File: src/rtl/shake_pkg.sv
// -----------------------------------------------------------------------------
// shake_pkg
// Shared constants and types for the SHAKE squeeze block.
//   R               : default rate in bits (SHAKE128)
//   W               : default output word width in bits
//   WORDS_PER_BLOCK : output words carried by one permuted rate block
//   state_t         : squeeze FSM state encoding
//   idx_width()     : width of a counter addressing n entries (never 0)
// -----------------------------------------------------------------------------
package shake_pkg;

   localparam int R               = 1344;
   localparam int W               = 64;
   localparam int WORDS_PER_BLOCK = R / W;

   typedef enum logic [1:0] {
      IDLE       = 2'd0,
      WAIT_BLOCK = 2'd1,
      STREAM     = 2'd2,
      FINISH     = 2'd3
   } state_t;

   function automatic int idx_width(input int n);
      return (n > 1) ? $clog2(n) : 1;
   endfunction

endpackage

File: src/rtl/shake_squeeze_if.sv
// -----------------------------------------------------------------------------
// shake_squeeze_if
// Bundles the squeeze request, Keccak state hand-off and output stream.
//
// Handshakes:
//   - start/out_len : start is sampled only while the squeezer is idle.
//   - state_valid   : one-cycle pulse, state_rate is qualified by it.
//   - perm_req      : one-cycle pulse asking for the next permuted block.
//   - dout stream   : a word moves on every cycle where dout_valid and
//                     dout_ready are both high. While dout_valid is high and
//                     dout_ready is low, dout and dout_keep hold their value
//                     and dout_valid stays high. dout_valid never depends on
//                     dout_ready combinationally.
//
// master : consumer side (drives requests, state and ready)
// slave  : squeezer side
// -----------------------------------------------------------------------------
interface shake_squeeze_if #(
   parameter int R = shake_pkg::R,
   parameter int W = shake_pkg::W
);

   logic             start;
   logic [15:0]      out_len;
   logic [R-1:0]     state_rate;
   logic             state_valid;
   logic             perm_req;
   logic [W-1:0]     dout;
   logic [W/8-1:0]   dout_keep;
   logic             dout_valid;
   logic             dout_ready;
   logic             busy;
   logic             done;

   modport master (
      output start, out_len, state_rate, state_valid, dout_ready,
      input  perm_req, dout, dout_keep, dout_valid, busy, done
   );

   modport slave (
      input  start, out_len, state_rate, state_valid, dout_ready,
      output perm_req, dout, dout_keep, dout_valid, busy, done
   );

endinterface

File: src/rtl/squeeze_word_mux.sv
// -----------------------------------------------------------------------------
// squeeze_word_mux
// Combinational word select out of the buffered rate block, with byte-valid
// generation and zeroing of bytes that are not part of the request.
//   i_buf   : buffered rate block (bit i = message bit i)
//   i_idx   : word index inside the block
//   i_rem   : bytes still owed to the consumer
//   i_valid : output word is being presented
//   o_dout  : selected word, invalid bytes forced to 0
//   o_keep  : byte-valid mask, all zero when i_valid is low
// -----------------------------------------------------------------------------
module squeeze_word_mux #(
   parameter int R     = shake_pkg::R,
   parameter int W     = shake_pkg::W,
   parameter int IDX_W = shake_pkg::idx_width(R / W)
) (
   input  logic [R-1:0]     i_buf,
   input  logic [IDX_W-1:0] i_idx,
   input  logic [15:0]      i_rem,
   input  logic             i_valid,
   output logic [W-1:0]     o_dout,
   output logic [W/8-1:0]   o_keep
);

   localparam int WPB = R / W;
   localparam int BPW = W / 8;

   logic [W-1:0] w_words [WPB];
   logic [W-1:0] w_word;

   for (genvar k = 0; k < WPB; k++) begin : g_words
      assign w_words[k] = i_buf[k*W +: W];
   end

   // Index is bounded by the FSM to WPB-1.
   assign w_word = w_words[i_idx];

   // Byte b is valid when more than b bytes remain; this yields all ones for
   // a full word and the low "remaining" bits for the final partial word.
   always_comb begin
      o_keep = '0;
      o_dout = '0;
      for (int b = 0; b < BPW; b++) begin
         o_keep[b] = i_valid && (i_rem > 16'(b));
         if (o_keep[b]) begin
            o_dout[8*b +: 8] = w_word[8*b +: 8];
         end
      end
   end

endmodule

File: src/rtl/shake_squeeze.sv
// -----------------------------------------------------------------------------
// shake_squeeze
// SHAKE output stage: streams out_len bytes from successive permuted rate
// blocks, W bits per word, requesting a new permutation each time a block is
// exhausted and bytes are still owed.
//   clk, rst_n   : clock, asynchronous active-low reset
//   bus (slave)  : start/out_len request, state_rate/state_valid input,
//                  perm_req, dout/dout_keep/dout_valid/dout_ready stream,
//                  busy, done
//   o_dbg_state  : current FSM state
// -----------------------------------------------------------------------------
module shake_squeeze #(
   parameter int R = shake_pkg::R,
   parameter int W = shake_pkg::W
) (
   input  logic               clk,
   input  logic               rst_n,
   shake_squeeze_if.slave     bus,
   output shake_pkg::state_t  o_dbg_state
);

   localparam int WPB   = R / W;
   localparam int BPW   = W / 8;
   localparam int IDX_W = shake_pkg::idx_width(WPB);

   localparam logic [IDX_W-1:0] LAST_IDX = IDX_W'(WPB - 1);
   localparam logic [15:0]      BPW16    = 16'(BPW);

   shake_pkg::state_t r_state;
   logic [R-1:0]      r_buf;
   logic [IDX_W-1:0]  r_idx;
   logic [15:0]       r_rem;
   logic              r_perm_req;
   logic              r_dout_valid;
   logic              r_done;
   logic              r_busy;

   logic              w_xfer;
   logic [15:0]       w_take;
   logic [15:0]       w_rem_next;

   assign w_xfer     = r_dout_valid && bus.dout_ready;
   // Saturating take keeps the remaining counter from wrapping.
   assign w_take     = (r_rem >= BPW16) ? BPW16 : r_rem;
   assign w_rem_next = r_rem - w_take;

   // Buffer carries no reset: its contents are only observable through the
   // masked output path, which is zero whenever dout_valid is low.
   always_ff @(posedge clk) begin
      if (r_state == shake_pkg::WAIT_BLOCK && bus.state_valid) begin
         r_buf <= bus.state_rate;
      end
   end

   always_ff @(posedge clk or negedge rst_n) begin
      if (!rst_n) begin
         r_state      <= shake_pkg::IDLE;
         r_idx        <= '0;
         r_rem        <= '0;
         r_perm_req   <= 1'b0;
         r_dout_valid <= 1'b0;
         r_done       <= 1'b0;
         r_busy       <= 1'b0;
      end else begin
         r_perm_req <= 1'b0;
         r_done     <= 1'b0;
         case (r_state)
            shake_pkg::IDLE: begin
               if (bus.start) begin
                  r_rem  <= bus.out_len;
                  r_idx  <= '0;
                  r_busy <= 1'b1;
                  if (bus.out_len == 16'd0) begin
                     r_state <= shake_pkg::FINISH;
                     r_done  <= 1'b1;
                  end else begin
                     r_state <= shake_pkg::WAIT_BLOCK;
                  end
               end
            end

            shake_pkg::WAIT_BLOCK: begin
               if (bus.state_valid) begin
                  r_idx        <= '0;
                  r_dout_valid <= 1'b1;
                  r_state      <= shake_pkg::STREAM;
               end
            end

            shake_pkg::STREAM: begin
               if (w_xfer) begin
                  r_rem <= w_rem_next;
                  r_idx <= (r_idx == LAST_IDX) ? '0 : r_idx + 1'b1;
                  if (w_rem_next == 16'd0) begin
                     // Request satisfied: finish even mid-block.
                     r_dout_valid <= 1'b0;
                     r_done       <= 1'b1;
                     r_state      <= shake_pkg::FINISH;
                  end else if (r_idx == LAST_IDX) begin
                     r_dout_valid <= 1'b0;
                     r_perm_req   <= 1'b1;
                     r_state      <= shake_pkg::WAIT_BLOCK;
                  end
               end
            end

            shake_pkg::FINISH: begin
               r_busy  <= 1'b0;
               r_state <= shake_pkg::IDLE;
            end

            default: begin
               r_dout_valid <= 1'b0;
               r_busy       <= 1'b0;
               r_state      <= shake_pkg::IDLE;
            end
         endcase
      end
   end

   squeeze_word_mux #(
      .R     (R),
      .W     (W),
      .IDX_W (IDX_W)
   ) u_mux (
      .i_buf   (r_buf),
      .i_idx   (r_idx),
      .i_rem   (r_rem),
      .i_valid (r_dout_valid),
      .o_dout  (bus.dout),
      .o_keep  (bus.dout_keep)
   );

   assign bus.perm_req   = r_perm_req;
   assign bus.dout_valid = r_dout_valid;
   assign bus.busy       = r_busy;
   assign bus.done       = r_done;
   assign o_dbg_state    = r_state;

endmodule

File: src/flat_wrapper.sv
// flat-port wrapper written by rule: the top's interface ports become plain ports
module shake_squeeze_flat 
#(
   parameter int R = shake_pkg::R,
   parameter int W = shake_pkg::W
)
  (clk, rst_n, o_dbg_state, bus_start, bus_out_len, bus_state_rate, bus_state_valid, bus_dout_ready, bus_perm_req, bus_dout, bus_dout_keep, bus_dout_valid, bus_busy, bus_done);
  shake_squeeze_if #(.R(R), .W(W)) bus_i ();
  input  logic clk;
  input  logic rst_n;
  output shake_pkg::state_t o_dbg_state;
  input wire logic [$bits(bus_i.start)-1:0] bus_start;
  input wire logic [$bits(bus_i.out_len)-1:0] bus_out_len;
  input wire logic [$bits(bus_i.state_rate)-1:0] bus_state_rate;
  input wire logic [$bits(bus_i.state_valid)-1:0] bus_state_valid;
  input wire logic [$bits(bus_i.dout_ready)-1:0] bus_dout_ready;
  output wire logic [$bits(bus_i.perm_req)-1:0] bus_perm_req;
  output wire logic [$bits(bus_i.dout)-1:0] bus_dout;
  output wire logic [$bits(bus_i.dout_keep)-1:0] bus_dout_keep;
  output wire logic [$bits(bus_i.dout_valid)-1:0] bus_dout_valid;
  output wire logic [$bits(bus_i.busy)-1:0] bus_busy;
  output wire logic [$bits(bus_i.done)-1:0] bus_done;
  assign bus_i.start = bus_start;
  assign bus_i.out_len = bus_out_len;
  assign bus_i.state_rate = bus_state_rate;
  assign bus_i.state_valid = bus_state_valid;
  assign bus_i.dout_ready = bus_dout_ready;
  assign bus_perm_req = bus_i.perm_req;
  assign bus_dout = bus_i.dout;
  assign bus_dout_keep = bus_i.dout_keep;
  assign bus_dout_valid = bus_i.dout_valid;
  assign bus_busy = bus_i.busy;
  assign bus_done = bus_i.done;
  shake_squeeze #(.R(R), .W(W)) u_core (.clk(clk), .rst_n(rst_n), .bus(bus_i), .o_dbg_state(o_dbg_state));
endmodule
File: config.mk
export PLATFORM = sky130hd
export DESIGN_NAME = shake_squeeze_flat
export DESIGN_NICKNAME = d
export VERILOG_FILES = /design/src/rtl/shake_pkg.sv /design/src/rtl/shake_squeeze_if.sv /design/src/rtl/squeeze_word_mux.sv /design/src/rtl/shake_squeeze.sv /design/src/flat_wrapper.sv
export SDC_FILE = /design/constraint.sdc
export NUM_CORES = 1
export LEC_CHECK = 0
export ABC_AREA = 0
export BUFFER_PORTS_ARGS = -buffer_cell sky130_fd_sc_hd__buf_2
export CAP_MARGIN = 10
export CORE_AREA = 2 2 557 559
export DETAILED_ROUTE_END_ITERATION = 10
export DIE_AREA = 0 0 559 561
export SKIP_CTS_REPAIR_TIMING = 1
export SYNTH_ARGS = -nofsm -noshare
export SYNTH_HDL_FRONTEND = slang
export SYNTH_SLANG_ARGS = --single-unit
File: constraint.sdc
create_clock -name clk -period 30.3 [get_ports clk]
set_input_delay 3.03 -clock clk [delete_from_list [all_inputs] [get_ports clk]]
set_output_delay 3.03 -clock clk [all_outputs]
set_load 0.005 [all_outputs]
==> results.ini <==
[sta]
tightest_slew_ns=1.29
fin_setup_tns_ns=0
hold_viol=0
maxSlewHeadroom_pct=13.1
layout_min_cycle_time_ns=9.00
min_period_over_period_pct=29.7
worst_slack_ns=21.30
skew_ns=0.0380
maxClockFrequency_mhz=111
finalSetupViolCount=0
rsz0062_at_grt=no
report.final.slew_viol_count=0
worst_hold_slack_ns=0.561

[global_routing]
grt_max_degree=170
antenna_found_initial=247
use_met2_pct=25.4
grt_pass1_vias=34000
grt_overflow_total=0
gr-usage-met3_pct=7.62
grt_use_met1_pct=18.5
grt_usage_pct=15.9
busiest_layer=met2
grt_pass1_wl_um=330000

[placement]
dp_hpwl_um=205000
dpl_worst_slack_ns=21.61
numPortBuffers=1442
place_congestion=0.918
dp_cells=7866

[routing]
drc=0
ant_nets=0
dr.first_iter.drc_count=4237
finalWirelength_um=259000
vias_per_cell=4.05
dr.pass1.iters=6
vias=33600
routedWlPerCell_um=31.2

[clock_network]
cts_root_buf=clkbuf_16
htree_levels=4
cts_tree=yes
clock-sinks=1371
cts_buffers=167
clock_latency_ns=0.84
cts_buffer_depth=4
clk_pin_slew_ns=0.06

[synth]
yosysWarnings=0
syn_nets=3755
synth_seq_area_share_pct=77.7
synth_area_mm2=0.0528
async_reset_ff_share_pct=1.97
synth_cell_types=54
ys_ff_latch=1371
syn_area_per_cell_um2=22.1
synth_edf_count=1344
synthFlopType=edfxtp_1
netlist_instances=2387

[pwr]
leakage_nw=24.5
pwr-share-comb_pct=24.1
cellInternalPower_w=0.00419
power.total_w=0.00609
seqPwrFrac_pct=42.5
power_switching_w=0.00189
peakVddDrop_mv=0.0588
clockPowerShare_pct=33.4
power_density_mw_per_mm2=85.9
swShare_pct=31.1

[final_layout]
seqCellArea_mm2=0.0411
final_cells=8290
fin_nets=5284
drive_above_1_share_pct=52.5
area_delta_synth_final_pct=34.3
mostFrequentLayoutCells=1,442 x buf_2, 1,344 x edfxtp_1, 357 x mux4_2
multi_input_area_mm2=0.0111
layout_commonest_cell=buf_2
fill_cells=32000

[floorplanning]
die_x_um=559
ios=1443
dieHeight_um=561
rows=204
core_mm2=0.308
die_area_mm2=0.314
start_util_pct=17.2

[setup_path]
path_max_fanout=74
rr_worst_depth=6
worstSetupPathType=reg -> out
critical_path_required_ns=27.27
endpoint_kind=primary output
crit_arrival_ns=5.97
critPathLaunchType=flop

[worst_hold_path]
whs_path_depth=2
worstHoldPathType=reg -> reg

[run_status]
status=completed

[flow_run]
drv_cap=0

## per-layer routing
layer | up-vias | wire length, µm
met5 | - | 869
met4 | 142 | 8670
met3 | 544 | 34600
met2 | 2330 | 120000
met1 | 17200 | 94500
li1 | 13400 | -
## power groups by stage
stage | logic [W] | registers (W) | clock network, W
6_report | 0.00147 | 0.00259 | 0.00203
3_5_place_dp | 0.00150 | 0.00263 | 0
2_1_floorplan | 0.000858 | 0.00276 | 0
3_3_place_gp | 0.00148 | 0.00262 | 0
4_1_cts | 0.00150 | 0.00259 | 0.00209
5_1_grt | 0.00156 | 0.00261 | 0.00215
## flip-flops by register name, indices dropped and copies added, names as in the netlist
| register | count |
|---|---|
| u_core.r_buf | 1344 |
| u_core.bus.perm_req | 1 |
| u_core.o_dbg_state | 2 |
| u_core.r_idx | 5 |
| u_core.r_rem | 16 |
| u_core.bus.busy | 1 |
| u_core.bus.dout_valid | 1 |
| u_core.bus.done | 1 |
## metrics by stage
step           area [µm²]  utilization, %
2_1_floorplan       52800               -
3_3_place_gp        65100            21.2
3_5_place_dp        65100            21.2
4_1_cts             70500            22.9
5_1_grt             70600            23.0
6_report            70900            23.0
## cells in the mapped netlist (3+ instances only)
library cell / instances / area, µm²
a221oi_1: 22 / 193
or2_2: 4 / 25.0
nand3_1: 15 / 75.1
a22o_1: 23 / 201
nor4bb_1: 6 / 60.1
or3_1: 5 / 31.3
o31ai_1: 3 / 22.5
edfxtp_1: 1344 / 40400
mux2i_1: 28 / 280
ha_1: 3 / 37.5
nor3_1: 21 / 105
buf_2: 41 / 205
nor3b_1: 4 / 30.0
nor2b_1: 11 / 68.8
or4_1: 5 / 37.5
dfrtp_1: 27 / 676
nor2_1: 46 / 173
and3_1: 23 / 144
o22ai_1: 27 / 169
mux4_2: 357 / 8040
o21a_1: 4 / 30.0
nor4_1: 8 / 50.1
nand2_1: 84 / 315
a21oi_1: 44 / 220
a22oi_1: 23 / 173
buf_1: 13 / 48.8
a31oi_1: 4 / 25.0
nand2_4: 3 / 33.8
o21ai_0: 72 / 360
clkbuf_1: 80 / 300
inv_1: 6 / 22.5
## area by class of cell
cell class / count / area share [%]
Multi-Input combinational cell: 869 / 15.7
Inverter: 9 / 0.0618
Clock buffer: 196 / 6.12
Tap cell: 4120 / 7.27
Timing Repair Buffer: 1498 / 10.9
Sequential cell: 1371 / 57.9
Clock inverter: 103 / 1.57
Antenna cell: 124 / 0.438
## path summary, 6_finish.rpt
| check | startpoint | endpoint | slack (ns) |
|---|---|---|---|
| worst max-delay path | u_core.r_idx[0] | bus_dout[12] | 21.30 |
| worst min-delay path | u_core.r_rem[7] | u_core.r_rem[7] | 0.56 |
| worst max register to register | u_core.o_dbg_state[1] | u_core.r_buf[188] | 23.93 |
| worst min register to register | u_core.r_rem[7] | u_core.r_rem[7] | 0.56 |
| max in group asynchronous | rst_n | u_core.r_idx[1] | 27.30 |
| min in group asynchronous | rst_n | u_core.bus.busy | 2.33 |
## worst max-delay path, cell delays in order (launching register included)
cell and delay (ns):
dfrtp_4 0.72, buf_4 0.55, buf_12 0.49, buf_4 0.48, buf_4 0.66, mux4_2 0.36
mux4_2 0.25, nor2_1 0.04, nor3_1 1.04, buf_2 0.28
## cell families (layout without fill, tap and decap cells)
family / after synthesis / count (layout) / share of synthesized area (%)
buf+inv: 147 / 1806 / 1.17
simple gates: 245 / 245 / 2.32
compound gates: 235 / 235 / 2.91
fa+ha+maj: 3 / 3 / 0.0711
flops: 1371 / 1371 / 77.7
mux: 385 / 385 / 15.8
other cells: 1 / 125 / 0.00711
Note: power is estimated with default switching activity, not from simulation.
